**src/rtl/kyo_anim_pkg.sv**
```systemverilog
// Shared types and defaults for the fighter-sprite animation controller.
package kyo_anim_pkg;

  typedef enum logic [1:0] {IDLE, WALK_FWD, WALK_BACK, ATTACK} anim_state_t;

  localparam logic [1:0] MV_IDLE = 2'b00;
  localparam logic [1:0] MV_FWD  = 2'b01;
  localparam logic [1:0] MV_BACK = 2'b10;

  localparam int SPR_W_DEF  = 64;
  localparam int SPR_H_DEF  = 128;
  localparam int FRAMES_DEF = 4;
  localparam int HOLD_DEF   = 6;

  // Code 11 has no meaning and falls back to standing still.
  function automatic anim_state_t move_state(input logic [1:0] mv);
    case (mv)
      MV_FWD:  return WALK_FWD;
      MV_BACK: return WALK_BACK;
      default: return IDLE;
    endcase
  endfunction

endpackage

```
**src/rtl/kyo_anim_seq.sv**
```systemverilog
// Animation state machine: picks the strip, steps frames on vblank ticks and
// runs the one-shot attack handshake.
module kyo_anim_seq
  import kyo_anim_pkg::*;
#(
  parameter int FRAMES = FRAMES_DEF,
  parameter int HOLD   = HOLD_DEF
) (
  input  logic                      vga_clk,
  input  logic                      reset_n,
  input  logic                      frame_start,
  input  logic [1:0]                move_req,
  input  logic                      attack_req,
  output logic                      attack_busy,
  output logic [$clog2(FRAMES)-1:0] frame_idx
);

  localparam int FRAME_W = $clog2(FRAMES);
  localparam int HOLD_W  = (HOLD > 1) ? $clog2(HOLD) : 1;
  localparam logic [FRAME_W-1:0] FRAME_LAST = FRAME_W'(FRAMES - 1);
  localparam logic [HOLD_W-1:0]  HOLD_LAST  = HOLD_W'(HOLD - 1);

  anim_state_t        state, state_nx, mv_state;
  logic [FRAME_W-1:0] frame_nx;
  logic [HOLD_W-1:0]  hold, hold_nx;
  logic               pending, pending_nx, busy_nx;

  function automatic logic [FRAME_W-1:0] start_frame(input anim_state_t s);
    return (s == WALK_BACK) ? FRAME_LAST : '0;
  endfunction

  always_ff @(posedge vga_clk or negedge reset_n) begin
    if (!reset_n) begin
      state       <= IDLE;
      frame_idx   <= '0;
      hold        <= '0;
      pending     <= 1'b0;
      attack_busy <= 1'b0;
    end else begin
      state       <= state_nx;
      frame_idx   <= frame_nx;
      hold        <= hold_nx;
      pending     <= pending_nx;
      attack_busy <= busy_nx;
    end
  end

  // Everything except request latching waits for vblank so a frame never tears.
  always_comb begin
    state_nx   = state;
    frame_nx   = frame_idx;
    hold_nx    = hold;
    busy_nx    = attack_busy;
    pending_nx = pending | (attack_req & ~attack_busy);
    mv_state   = move_state(move_req);
    if (frame_start) begin
      if (state == ATTACK && hold == HOLD_LAST && frame_idx == FRAME_LAST) begin
        state_nx = mv_state;
        frame_nx = start_frame(mv_state);
        hold_nx  = '0;
        busy_nx  = 1'b0;
      end else if (state != ATTACK && pending) begin
        state_nx   = ATTACK;
        frame_nx   = '0;
        hold_nx    = '0;
        busy_nx    = 1'b1;
        pending_nx = 1'b0;
      end else if (state != ATTACK && mv_state != state) begin
        state_nx = mv_state;
        frame_nx = start_frame(mv_state);
        hold_nx  = '0;
      end else if (hold == HOLD_LAST) begin
        hold_nx = '0;
        case (state)
          WALK_FWD, ATTACK: frame_nx = frame_idx + 1'b1;
          WALK_BACK:        frame_nx = frame_idx - 1'b1;
          default:          frame_nx = '0;
        endcase
      end else begin
        hold_nx = hold + 1'b1;
      end
    end
  end

endmodule

```
**src/rtl/kyo_anim_ctrl.sv**
```systemverilog
// Fighter sprite controller: animation sequencing plus registered sprite-ROM
// address and in-box flag for the current draw coordinate.
module kyo_anim_ctrl
  import kyo_anim_pkg::*;
#(
  parameter int SPR_W  = SPR_W_DEF,
  parameter int SPR_H  = SPR_H_DEF,
  parameter int FRAMES = FRAMES_DEF,
  parameter int HOLD   = HOLD_DEF,
  parameter int ADDR_W = 15
) (
  input  logic                      vga_clk,
  input  logic                      reset_n,
  input  logic                      frame_start,
  input  logic [9:0]                draw_x,
  input  logic [9:0]                draw_y,
  input  logic [9:0]                pos_x,
  input  logic [9:0]                pos_y,
  input  logic [1:0]                move_req,
  input  logic                      facing_left,
  input  logic                      attack_req,
  output logic                      attack_busy,
  output logic [$clog2(FRAMES)-1:0] frame_idx,
  output logic [ADDR_W-1:0]         rom_address,
  output logic                      sprite_on
);

  localparam int X_W = $clog2(SPR_W);
  localparam int Y_W = $clog2(SPR_H);
  localparam logic [9:0]     SPR_W_L  = 10'(SPR_W);
  localparam logic [9:0]     SPR_H_L  = 10'(SPR_H);
  localparam logic [X_W-1:0] COL_LAST = X_W'(SPR_W - 1);

  logic [9:0]        dx_p0, dy_p0;
  logic              on_p0, on_p1;
  logic [X_W-1:0]    col_p0;
  logic [ADDR_W-1:0] addr_p0, addr_p1;

  kyo_anim_seq #(
    .FRAMES (FRAMES),
    .HOLD   (HOLD)
  ) u_seq (
    .vga_clk     (vga_clk),
    .reset_n     (reset_n),
    .frame_start (frame_start),
    .move_req    (move_req),
    .attack_req  (attack_req),
    .attack_busy (attack_busy),
    .frame_idx   (frame_idx)
  );

  // Offsets wrap mod 1024, so a pixel left of or above the sprite lands far out of range.
  assign dx_p0   = draw_x - pos_x;
  assign dy_p0   = draw_y - pos_y;
  assign on_p0   = (dx_p0 < SPR_W_L) && (dy_p0 < SPR_H_L);
  assign col_p0  = facing_left ? (COL_LAST - dx_p0[X_W-1:0]) : dx_p0[X_W-1:0];
  assign addr_p0 = on_p0 ? {frame_idx, dy_p0[Y_W-1:0], col_p0} : '0;

  // Stage p1: address and in-box flag presented to the sprite ROM
  always_ff @(posedge vga_clk or negedge reset_n) begin
    if (!reset_n) begin
      addr_p1 <= '0;
      on_p1   <= 1'b0;
    end else begin
      addr_p1 <= addr_p0;
      on_p1   <= on_p0;
    end
  end

  assign rom_address = addr_p1;
  assign sprite_on   = on_p1;

endmodule

```
**config.mk**
```make
export PLATFORM = sky130hd
export DESIGN_NAME = kyo_anim_ctrl
export DESIGN_NICKNAME = d
export VERILOG_FILES = /design/src/rtl/kyo_anim_pkg.sv /design/src/rtl/kyo_anim_seq.sv /design/src/rtl/kyo_anim_ctrl.sv
export SDC_FILE = /design/constraint.sdc
export NUM_CORES = 1
export LEC_CHECK = 0
export BUFFER_PORTS_ARGS = -buffer_cell sky130_fd_sc_hd__buf_4
export CORE_MARGIN = 2
export CORE_UTILIZATION = 40
export CTS_CLUSTER_SIZE = 25
export DETAILED_ROUTE_END_ITERATION = 12
export GPL_TIMING_DRIVEN = 1
export PLACE_DENSITY = 0.67
export SLEW_MARGIN = 30
export SYNTH_ARGS = -nofsm -noshare
export SYNTH_HDL_FRONTEND = slang
export SYNTH_HIERARCHICAL = 1
export SYNTH_SLANG_ARGS = --single-unit
export TNS_END_PERCENT = 5
```
**constraint.sdc**
```tcl
create_clock -name vga_clk -period 1.6 [get_ports vga_clk]
set_input_delay 0 -clock vga_clk [delete_from_list [all_inputs] [get_ports vga_clk]]
set_output_delay 0 -clock vga_clk [all_outputs]
set_load 0.02 [all_outputs]
```
* Word-level counts from Yosys, hierarchy flattened *
Index checks and enable logic that the tools add are counted.

word-level totals
  flip-flop bits (word level) = 25
  output and inout bits = 19
  logic and storage cells = 61

operators by class
  add/subtract/negate cells = 6
  order comparisons = 2
  eq/ne operators = 10
  multiplexer cells = 21
  bitwise gates (word level) = 3
  reduce and logical (&&, ||, !) cells = 12

operators by type and width
  kind                                                          count
  subtractor 10 bit                                             2
  two-way mux 2 bit                                             8
  two-way mux 15 bit                                            1
  two-way mux 3 bit                                             4
  equality test 2 bit (second input constant)                   5
  less-than comparator 10 x 7 -> 1 bit (second input constant)  1
  less-than comparator 10 x 8 -> 1 bit (second input constant)  1
  case mux 2 bit (2 select lines)                               2
  two-way mux 6 bit                                             1
  AND reduction 2 bit                                           3
  subtractor 6 bit (first input constant)                       1
  logical AND 1 bit                                             5
  two-way mux 1 bit                                             5
  equality test 2 x 1 -> 1 bit (second input constant)          2
  nonzero test 4 bit                                            1
  adder 3 x 1 -> 3 bit (second input constant)                  1
  equality test 3 bit (second input constant)                   1
  nonzero test 3 bit                                            1
  adder 2 x 1 -> 2 bit (second input constant)                  1
  inequality test 2 bit                                         1
  inequality test 2 bit (second input constant)                 1
  nonzero test 2 bit                                            1
  OR reduction 2 bit                                            1
  subtractor 2 x 1 -> 2 bit (second input constant)             1
  other kinds (3)                                               3

* Longest topological paths before layout *
  depth after elaboration = 7
  mapped depth = 12
  mapped depth without buffers = 10

* By module *
Netlist, hierarchy kept.

modules (own cells, without submodules)
  module         instances  cells each  area an instance (sq um)  seq. area each (sq um)
  kyo_anim_ctrl  1          179         1552.7                    400.4
  kyo_anim_seq   1          59          568.0                     225.2

* Worst setup path after synthesis *
No wires, ideal clock.

  path kind = input-to-reg
  from = in draw_y[0]
  to = reg addr_p1[10], in the netlist rom_address[10]
  arrival = 2.135 ns
  required time = 1.520 ns
  slack = -0.615 ns
  stages = 12
  buffers on the path = 2
  cell sequence = inv_1 > ha_1 > inv_1 > fa_1 > a211oi_1 > o21ai_1 > mux2i_1 > a22o_1 > or4_1 > buf_2 > buf_6 > nor3_2

between the ends
  cells in the longest elaborated chain, start to end = 4

RTL lines
  what                                  RTL line             RTL
  start, declared                       kyo_anim_ctrl.sv:16  input logic [9:0] draw_y,
  subtractor 10 bit (*)                 kyo_anim_ctrl.sv:54  assign dy_p0 = draw_y - pos_y;
  less-than comparator 10 x 8 -> 1 bit  kyo_anim_ctrl.sv:55  assign on_p0 = (dx_p0 < SPR_W_L) && (dy_p0 < SPR_H_L);
  logical AND 1 bit                     kyo_anim_ctrl.sv:55
  two-way mux 15 bit (*)                kyo_anim_ctrl.sv:57  assign addr_p0 = on_p0 ? {frame_idx, dy_p0[Y_W-1:0], col_p0} : '0;
  net addr_p0[10]                       kyo_anim_ctrl.sv:37  logic [ADDR_W-1:0] addr_p0, addr_p1;
  end signal, assigned                  kyo_anim_ctrl.sv:65  addr_p1 <= addr_p0;
  end, declared                         kyo_anim_ctrl.sv:37

Mark *: on every way through the listed nets, which the timed path passes. The rest lies on a longest branch.
A chain may end at the register's enable or synchronous reset.

* Final worst setup path *
  from = in draw_y[0]
  to = reg addr_p1[8], in the netlist rom_address[8]

Same word-level chain as after synthesis.

==> run_results.csv <==
group,metric,value,unit
setup_path,required,1.79,ns
synthesis,netlist-cell-type-count,57,
setup_path,reg2reg_depth,4,
cells_and_area,layout-drive-gt1-share,42.1,%
routing,routed_wl,4490,um
pwr,p_int,1.64,mW
pwr,peakVddDrop,0.545,mV
floorplanning,coreArea,5110,sq um
clocking,clock_path_buffers,2,
clocking,cts-root-buf,"clkbuf_8",
global_routing,grt_pass1_wl,7600,um
cells_and_area,fillers,466,
synthesis,ys_seq_area_share,29.5,%
global_routing,grt_max_degree,26,
sta,skew,0.00202,ns
routing,viasPerCell,4.89,
setup_path,start_kind,"input pin",
routing,num_vias,2014,
setup_path,cp_data_arrival_time,2.08,ns
setup_path,cp-end-kind,"register",
floorplanning,start_util,41.5,%
pwr,switchingPower,0.963,mW
routing,postRouteAntennaNets,0,
synthesis,synth.area.top_cells,"dfrtp_1, ha_1, inv_1, xnor2_1, a21oi_1",
placement,hpwl,3720,um
cells_and_area,syn_to_final_growth,46.9,%
cells_and_area,diodes,0,
placement,pre_cts_ws,-0.728,ns
status,status,"finished, violations left",
routing,routedWlPerCell,10.9,um
clocking,h-tree-depth,1,
global_routing,antenna_found_initial,0,
pwr,p_total,2.60,mW
floorplanning,ioPinCount,66,
clocking,cts.clk_slew.worst_paths,0.08,ns
synthesis,async_flop_share,100,%
status,violations,"setup timing",
synthesis,synth_top_cell_by_area,"dfrtp_1",
synthesis,synth_top_area_share,29.5,%
sta,fin_crit_sh,118,%
setup_path,crit_fanout,9,
min_path,whs_path_depth,3,
setup_path,crit_type,"input pin to register",
job,drv_cap,0,
pwr,p_clk_share,13.7,%
sta,rsz0062_at_grt,"yes",
synthesis,synth-edff-count,0,
synthesis,synth_ff_type,"dfrtp_1",
synthesis,synth_area,2120,sq um
global_routing,grt_pass1_vias,1906,
pwr,switching_share,37.1,%
pwr,p_per_area,834,nW/um^2
sta,tightest_slew,0.369,ns
placement,portBuffers,65,
pwr,p_leak,1.55,nW
floorplanning,die-area,5900,sq um
floorplanning,dieHeight,76.8,um
clocking,cts_tree,"built",
synthesis,synth_fp_nets,305,
min_path,hold_class,"input pin to register",
clocking,cts_made_buffers,3,
sta,timing.fmax,528,MHz
sta,hold_violations,0,
sta,slew_headroom,75.4,%
floorplanning,chipWidth,76.8,um
global_routing,grt_overflow,0,
pwr,pwr-share-seq,32.4,%
sta,period_needed,1.89,ns
cells_and_area,nets,410,
synthesis,synth_cells,238,
sta,worst_slack,-0.294,ns
routing,dr.first_iter.drc_count,61,
routing,detail_route.first_pass.iterations,5,
routing,drc,0,
global_routing,track_usage,15.2,%
clocking,numClockSinks,25,
sta,setup_viol,16,
synthesis,synth_seq_cells,25,
synthesis,yosysWarnings,6,
pwr,p_comb_share,53.9,%
floorplanning,num_rows,26,
placement,place_congestion,0.804,
sta,slew_viol_final,0,
clocking,insertion_delay,0.26,ns
synthesis,synth.avg_cell_area,8.91,sq um
==> state kept, by name (all words and copies together), names as in the netlist <==
signal,cells
rom_address,15
u_seq/pending,1
sprite_on,1
u_seq/hold,3
u_seq/frame_idx,2
u_seq/attack_busy,1
u_seq/state,2
==> per-layer routing <==
layer,global-route usage [%],wire length [um],vias to the layer above
met5,0,0,-
met1,18.8,2040,913
met2,27.5,2190,45
met3,2.59,215,4
li1,-,-,1052
met4,3.82,42,0
==> cells in the mapped netlist (3+ instances only) <==
cell type / instances
clkbuf_1: 4
a211oi_1: 3
nor3_2: 9
dfrtp_1: 25
o21ai_0: 9
nor2_1: 12
and3_1: 3
buf_2: 3
and2_1: 3
xnor2_1: 11
inv_1: 26
ha_1: 18
o21ai_1: 3
a21oi_1: 19
nor3_1: 7
nand2_1: 13
xor2_1: 6
a21o_1: 3
nand2b_1: 4
nor2b_1: 5
==> final timing paths <==
check                               start  slack, ns                 end
setup / recovery                draw_y[0]      -0.29      rom_address[8]
hold / removal                   pos_y[0]       0.03      rom_address[6]
setup reg to reg           u_seq/state[0]       0.04  u_seq/frame_idx[1]
hold reg to reg             u_seq/hold[1]       0.56       u_seq/hold[1]
max in group asynchronous         reset_n       1.17      u_seq/state[0]
min in group asynchronous         reset_n       0.18      u_seq/state[1]
==> repair_timing <==
item / in CTS / in global routing
endpoints found under the setup margin: 17 / 23
setup buffers: 0 / 0
hold buffers: 2 / 0
gates resized for setup: 6 / 13
pin swaps: 0 / 5
hold endpoints to repair: 27 / 0
==> critical path, stage by stage <==
cell      delay (ns)
buf_6           0.10
inv_4           0.05
ha_4            0.13
inv_2           0.03
fa_2            0.34
a211oi_2        0.21
o21ai_2         0.10
mux2i_1         0.12
a22o_1          0.23
or4_4           0.45
buf_6           0.17
nor3_2          0.15
==> power by group through the flow <==
stage	clock, mW	combinational, mW	sequential, mW
floorplan	0	0.837	0.876
global placement	0	1.35	0.845
detailed placement	0	1.37	0.850
CTS	0.371	1.39	0.838
global route	0.392	1.57	0.855
finish	0.356	1.40	0.841
==> layout by cell type, fill, tap and decap left out, drive strengths merged, types with 6 or more instances in the layout <==
cell type / n
buf: 107
inv: 26
dfrtp: 25
o21ai: 13
a21oi: 20
xor2: 6
nor2: 12
nor3: 16
ha: 18
xnor2: 11
nand2: 13
==> layout make-up <==
cell class	instances	area, sq um	area share [%]
flip-flops and latches	25	627	20.1
clock buffers	4	45.0	1.45
inverters	26	100	3.21
multi-input cells	178	1420	45.6
repair buffers	109	835	26.8
well taps	70	87.6	2.81
==> metrics by stage <==
step	util [%]	instances	setup TNS, ns	hold slack [ns]	instance area (sq um)
after CTS	60.1	412	-5.47	0.0256	3070
after global placement	58.3	406	-10.08	-0.0846	2980
final	61.0	412	-4.00	0.0274	3120
after floorplan	-	238	-7.20	-0.296	2130
after global routing	61.0	412	-5.91	0.0318	3120
after detailed placement	58.3	406	-10.92	-0.0834	2980
==> cell families (layout without fill, tap and decap cells) <==
family,after synthesis,count (layout),share of synthesized area [%]
flip-flops,25,25,29.5
AO/OA/AOI/OAI,64,64,20.8
AND/OR/NAND/NOR,73,73,21.2
multiplexers,4,4,2.06
buffers and inverters,35,139,6.90
XOR/XNOR,17,17,7.02
adder cells (fa/ha/maj),20,20,12.5
Note: power is estimated with default switching activity, not from simulation.
